<file path="config.mk">
export PLATFORM = sky130hd
export DESIGN_NAME = button_event_decoder_flat
export DESIGN_NICKNAME = d
export VERILOG_FILES = /design/src/rtl/button_event_decoder_if.sv /design/src/rtl/button_event_decoder.sv /design/src/flat_wrapper.sv
export SDC_FILE = /design/constraint.sdc
export NUM_CORES = 1
export LEC_CHECK = 0
export BUFFER_PORTS_ARGS = -buffer_cell sky130_fd_sc_hd__clkbuf_2
export CAP_MARGIN = 20
export CELL_PAD_IN_SITES_DETAIL_PLACEMENT = 0
export CELL_PAD_IN_SITES_GLOBAL_PLACEMENT = 1
export CORE_MARGIN = 10
export CORE_UTILIZATION = 40
export DETAILED_ROUTE_END_ITERATION = 12
export HOLD_SLACK_MARGIN = 0.02
export MAX_ROUTING_LAYER = met4
export PLACE_DENSITY = 0.79
export SETUP_SLACK_MARGIN = 0.5
export SKIP_LAST_GASP = 1
export SYNTH_ARGS = -nofsm -noshare
export SYNTH_HDL_FRONTEND = slang
export SYNTH_SLANG_ARGS = --single-unit
</file>
<file path="constraint.sdc">
create_clock -name clk -period 2.4 [get_ports clk]
set_input_delay 0.12 -clock clk [delete_from_list [all_inputs] [get_ports clk]]
set_output_delay 0.12 -clock clk [all_outputs]
set_load 0.05 [all_outputs]
</file>
<file path="src/rtl/button_event_decoder_if.sv">
// Signal bundle between the debounced button source and the event decoder.
// The slave modport is the decoder; the master modport is whoever drives clean and consumes the events.
interface button_event_decoder_if;
    logic       clean;
    logic       held;
    logic       press_pulse;
    logic       release_pulse;
    logic       short_press;
    logic       long_press;
    logic       double_click;
    logic [7:0] press_count;

    modport master (
        output clean,
        input  held,
        input  press_pulse,
        input  release_pulse,
        input  short_press,
        input  long_press,
        input  double_click,
        input  press_count
    );

    modport slave (
        input  clean,
        output held,
        output press_pulse,
        output release_pulse,
        output short_press,
        output long_press,
        output double_click,
        output press_count
    );
endinterface

</file>
<file path="src/rtl/button_event_decoder.sv">
// Turns a debounced button level into one-cycle press/release/short/long/double-click pulses
// and keeps a wrapping count of presses.
module button_event_decoder #(
    parameter int unsigned LONG_CYCLES = 16,
    parameter int unsigned DBL_GAP     = 8,
    parameter int unsigned CNT_W       = 8
) (
    input  logic                   clk,
    input  logic                   rst,
    button_event_decoder_if.slave  btn
);

    typedef enum logic [2:0] {
        S_IDLE,
        S_PRESS1,
        S_LONG,
        S_WAIT,
        S_PRESS2
    } state_t;

    localparam logic [CNT_W-1:0] LONG_LIM = CNT_W'(LONG_CYCLES);
    localparam logic [CNT_W-1:0] GAP_LIM  = CNT_W'(DBL_GAP);
    localparam logic [CNT_W-1:0] CNT_ONE  = CNT_W'(1);

    state_t           state;
    logic             clean_d;
    logic [CNT_W-1:0] hold_cnt;
    logic [CNT_W-1:0] gap_cnt;
    logic [CNT_W-1:0] hold_nxt;
    logic [CNT_W-1:0] gap_nxt;
    logic             rise;
    logic             fall;

    logic             press_r;
    logic             release_r;
    logic             short_r;
    logic             long_r;
    logic             dbl_r;
    logic [7:0]       count_r;

    always_comb begin
        rise     = btn.clean & ~clean_d;
        fall     = ~btn.clean & clean_d;
        hold_nxt = hold_cnt + CNT_ONE;
        gap_nxt  = gap_cnt + CNT_ONE;
    end

    always_ff @(posedge clk) begin
        if (rst) begin
            state     <= S_IDLE;
            clean_d   <= 1'b0;
            hold_cnt  <= '0;
            gap_cnt   <= '0;
            press_r   <= 1'b0;
            release_r <= 1'b0;
            short_r   <= 1'b0;
            long_r    <= 1'b0;
            dbl_r     <= 1'b0;
            count_r   <= '0;
        end else begin
            clean_d   <= btn.clean;
            press_r   <= rise;
            release_r <= fall;
            short_r   <= 1'b0;
            long_r    <= 1'b0;
            dbl_r     <= 1'b0;
            if (rise) begin
                count_r <= count_r + 8'd1;
            end

            case (state)
                S_IDLE: begin
                    if (rise) begin
                        state    <= S_PRESS1;
                        hold_cnt <= CNT_ONE;
                    end
                end
                S_PRESS1: begin
                    // clean_d is always high here, so a low sample is the fall
                    if (btn.clean) begin
                        hold_cnt <= hold_nxt;
                        if (hold_nxt == LONG_LIM) begin
                            long_r <= 1'b1;
                            state  <= S_LONG;
                        end
                    end else begin
                        gap_cnt <= CNT_ONE;
                        if (GAP_LIM == CNT_ONE) begin
                            short_r <= 1'b1;
                            state   <= S_IDLE;
                        end else begin
                            state <= S_WAIT;
                        end
                    end
                end
                S_LONG: begin
                    if (fall) begin
                        state <= S_IDLE;
                    end
                end
                S_WAIT: begin
                    if (rise) begin
                        dbl_r <= 1'b1;
                        state <= S_PRESS2;
                    end else if (!btn.clean) begin
                        gap_cnt <= gap_nxt;
                        if (gap_nxt == GAP_LIM) begin
                            short_r <= 1'b1;
                            state   <= S_IDLE;
                        end
                    end
                end
                S_PRESS2: begin
                    if (fall) begin
                        state <= S_IDLE;
                    end
                end
                default: begin
                    state <= S_IDLE;
                end
            endcase
        end
    end

    assign btn.held          = clean_d;
    assign btn.press_pulse   = press_r;
    assign btn.release_pulse = release_r;
    assign btn.short_press   = short_r;
    assign btn.long_press    = long_r;
    assign btn.double_click  = dbl_r;
    assign btn.press_count   = count_r;

endmodule

</file>
<file path="src/flat_wrapper.sv">
// flat-port wrapper written by rule: the top's interface ports become plain ports
module button_event_decoder_flat 
#(
    parameter int unsigned LONG_CYCLES = 16,
    parameter int unsigned DBL_GAP     = 8,
    parameter int unsigned CNT_W       = 8
)
  (clk, rst, btn_clean, btn_held, btn_press_pulse, btn_release_pulse, btn_short_press, btn_long_press, btn_double_click, btn_press_count);
  button_event_decoder_if btn_i ();
  input  logic clk;
  input  logic rst;
  input wire logic [$bits(btn_i.clean)-1:0] btn_clean;
  output wire logic [$bits(btn_i.held)-1:0] btn_held;
  output wire logic [$bits(btn_i.press_pulse)-1:0] btn_press_pulse;
  output wire logic [$bits(btn_i.release_pulse)-1:0] btn_release_pulse;
  output wire logic [$bits(btn_i.short_press)-1:0] btn_short_press;
  output wire logic [$bits(btn_i.long_press)-1:0] btn_long_press;
  output wire logic [$bits(btn_i.double_click)-1:0] btn_double_click;
  output wire logic [$bits(btn_i.press_count)-1:0] btn_press_count;
  assign btn_i.clean = btn_clean;
  assign btn_held = btn_i.held;
  assign btn_press_pulse = btn_i.press_pulse;
  assign btn_release_pulse = btn_i.release_pulse;
  assign btn_short_press = btn_i.short_press;
  assign btn_long_press = btn_i.long_press;
  assign btn_double_click = btn_i.double_click;
  assign btn_press_count = btn_i.press_count;
  button_event_decoder #(.LONG_CYCLES(LONG_CYCLES), .DBL_GAP(DBL_GAP), .CNT_W(CNT_W)) u_core (.clk(clk), .rst(rst), .btn(btn_i));
endmodule
</file>
==> results.yml <==
min_path:
  hold_path_depth: 2
  worstHoldEndpoint: "u_core.gap_cnt[2]"
  min_from: "rst"
  hold_removal_path_class: "primary input to register"
synth:
  synth_warnings: 0
  synthDominantCellAreaShare_pct: 38.0
  number_of_different_library_cells_in_the_post_synthesis_netlist: 56
  ys_seq_area_share_pct: 38.0
  cell_type_with_the_largest_total_area_after_synthesis: "dfxtp_1"
  ys_dominant_reg_cell: "dfxtp_1"
  synth_cells: 200
  mappedNetlistArea_um2: 1740
  ys_top_cells_by_area: "dfxtp_1 38%, nor2_1 5.6%, a21oi_1 4.3%"
  synth.avg_cell_area_um2: 8.70
  synth_seq_cells: 33
  postSynth.asyncResetShare_pct: 0
  netlist_top_cells_count: "33 x dfxtp_1, 26 x nor2_1, 15 x a21oi_1, 14 x nand2_1, 11 x o21ai_0"
  yosysMostFrequentCell: "dfxtp_1"
  synth_edf_count: 0
  mappedNetlistNets: 207
flow_run:
  cap_violations: 0
timing:
  max_slew_margin_pct: 72.9
  worst-slew-pin-transition_ns: 0.406
  worst_clock_skew_ns: 0.00168
  timing.fmax_mhz: 554
  rsz0062_at_grt: "yes"
  drv_slew: 0
  final-hold-violation-count: 0
  period_needed_ns: 1.80
  setup_viol: 0
  totalNegativeSetupSlack_ns: 0
  min_period_over_period_pct: 75.2
floorplan:
  placeableCoreArea_um2: 4120
  pin_count: 17
  dieArea_um2: 7390
  initial_standard_cell_utilization_of_the_core_pct: 42.3
  floorplan.die.width_um: 86.0
  fp.dieH_um: 86.0
  fp-row-count: 23
critical_path:
  cp_slowest_stage_delay_ns: 0.47
  worst-endpoint-required_ns: 2.61
  timing.critical_path.slowest_stage_cell: "a2111oi_4"
  crit_type: "register to register"
  worst-endpoint-arrival_ns: 2.02
  timing.critical_path.cells: "ha_4 > nand3_1 > o21ai_2 > o2111ai_2 > a2111oi_4 > mux2i_1"
  start_kind: "register"
  worst_r2r_startpoint: "u_core.gap_cnt[1]"
  r2r-end: "u_core.state[1]"
  critPathMaxFanout: 6
  r2r.worst_path.cells: 6
  crit_end_element: "register"
  r2r_slack_ns: 0.60
global_route:
  largest_net_degree_at_the_start_of_global_routing: 18
  grt_pass1_wl_um: 6230
  antenna_found_initial: 0
  grt_use_total_pct: 10.4
  grt_pass1_vias: 1368
  gr-usage-met2_pct: 16.4
  global_route.usage.met3_pct: 3.31
  grt_use_met1_pct: 12.2
  global_route.peak_usage_layer: "met2"
  global_route.overflow_total: 0
clock_network:
  cts-root-to-sink-buffers: 2
  cts_post_setup_buffers_inserted: 0
  tritoncts: "yes"
  cts_inserted_buffers: 5
  cts_hold_fix_bufs: 0
  cts.sink_count: 33
  htreeDepth: 2
  clockRootBuffer: "clkbuf_8"
  clock_slew_at_the_register_clock_pins_of_the_worst_setup_and_hold_paths_ns: 0.07
  source_to_sink_clock_delay_at_the_later_pin_of_the_worst_skew_pair_ns: 0.28
drt:
  dr_total_vias: 1415
  drt_drc_violations_left: 0
  wl_um: 3540
  viasPerCell: 5.36
  detail_route.iter0.violations: 91
  antenna_violating_nets_post_route: 0
  avgRoutedWirePerCell_um: 13.4
  firstDrtPassIters: 4
final_layout:
  post-route-util_pct: 47.6
  post_route_cells_drive_above_1_share_pct: 23.4
  final_net_count: 220
  area.growth.synth_to_final_pct: 12.6
  num_antenna_cells: 0
pwr:
  p_leak_nw: 0.707
  max-vdd-ir-drop_v: 0.000435
  p_per_area_nw_per_um2: 689
  finalPower_mw: 1.35
place:
  dp.final_hpwl_um: 2460
  io_buffer_count: 16
  finalWeightedCongestion: 0.826
status:
  status: "finished clean"
[routing by layer]
metal	part of all wire (%)	up-vias	routed length (um)
li1	-	738	-
met1	49	653	1750
met2	45	18	1600
met3	4.1	6	145
met4	1.3	0	46
met5	0	-	0
[worst max-delay path, delay by kind of cell, from the launching register on]
| family | cells | cell delay, ns |
|---|---|---|
| and+or+nand+nor | 1 | 0.11 |
| adders and majority gates | 1 | 0.17 |
| muxes | 1 | 0.22 |
| AOI/OAI and AO/OA | 3 | 0.84 |
| DFF | 1 | 0.39 |
[worst max-delay path by stage]
| stage | cells past startpoint | from | slack (ns) | endpoint |
|---|---|---|---|---|
| final | 6 | u_core.gap_cnt[1] | 0.60 | u_core.state[1] |
| after global routing | 6 | u_core.gap_cnt[1] | 0.47 | u_core.state[1] |
| after CTS | 5 | u_core.gap_cnt[3] | 0.52 | u_core.state[1] |
| after detailed placement | 6 | u_core.gap_cnt[0] | 0.31 | u_core.state[1] |
| after global placement | 6 | u_core.gap_cnt[0] | 0.40 | u_core.state[0] |
| after floorplan | 6 | u_core.gap_cnt[0] | 0.52 | u_core.state[0] |
[registers in the layout, summed over array words and instances (netlist names)]
register,count
u_core.gap_cnt,8
u_core.btn.long_press,1
u_core.btn.double_click,1
u_core.btn.press_pulse,1
u_core.state,3
u_core.btn.press_count,8
u_core.btn.release_pulse,1
u_core.btn.held,1
u_core.hold_cnt,8
u_core.btn.short_press,1
[metrics by stage]
step	setup WS [ns]	hold slack [ns]	instances	instance area [um2]
2_1_floorplan	0.519	0.276	200	1740
3_3_place_gp	0.399	0.469	256	1810
3_5_place_dp	0.314	0.481	256	1810
4_1_cts	0.519	0.247	264	1920
5_1_grt	0.467	0.282	264	1960
6_report	0.595	0.253	264	1960
[final cells by class]
type                            count  area [um2]
Fill cell                         427        2160
Multi-Input combinational cell    153        1030
Sequential cell                    33         671
Clock buffer                        7        96.3
Timing Repair Buffer               17        87.6
Tap cell                           50        62.6
Inverter                            3        11.3
Clock inverter                      1        5.00
[placed cells by master (no fill, tap or decap), types with 3 or more instances in the layout]
master	count
clkbuf_2	16
nand2b_1	5
nor4_1	3
xor2_1	4
nand2_1	14
ha_1	3
nand3_1	5
and3_1	4
a2bb2oi_1	3
nor2b_1	4
nor3_1	7
nand4_1	3
mux2i_1	4
nor3b_1	3
nor2_1	26
clkbuf_8	7
a21oi_1	15
dfxtp_1	29
o21ai_0	10
[where the power goes]
part / internal, mW / leakage (nW) / switching [mW] / total, mW
registers: 0.576 / 0.270 / 0.0492 / 0.625
clock network: 0.259 / 0.0542 / 0.205 / 0.464
logic: 0.107 / 0.383 / 0.153 / 0.260
total: 0.942 / 0.707 / 0.408 / 1.35
[timing repair]
item,4_1_cts,5_1_grt
gates cloned,0,0
hold endpoints to repair,0,0
pin swaps,1,1
endpoints found under the setup margin,3,5
resized for setup,5,9
[cell families after synthesis]
kind of cell,after synthesis,synth area share (%)
xor+xnor,6,3.02
compound gates,44,17.7
buf+inv,14,5.18
mux,4,2.30
simple gates,95,31.0
fa+ha+maj,4,2.88
flops,33,38.0
Note: power is estimated with default switching activity, not from simulation.
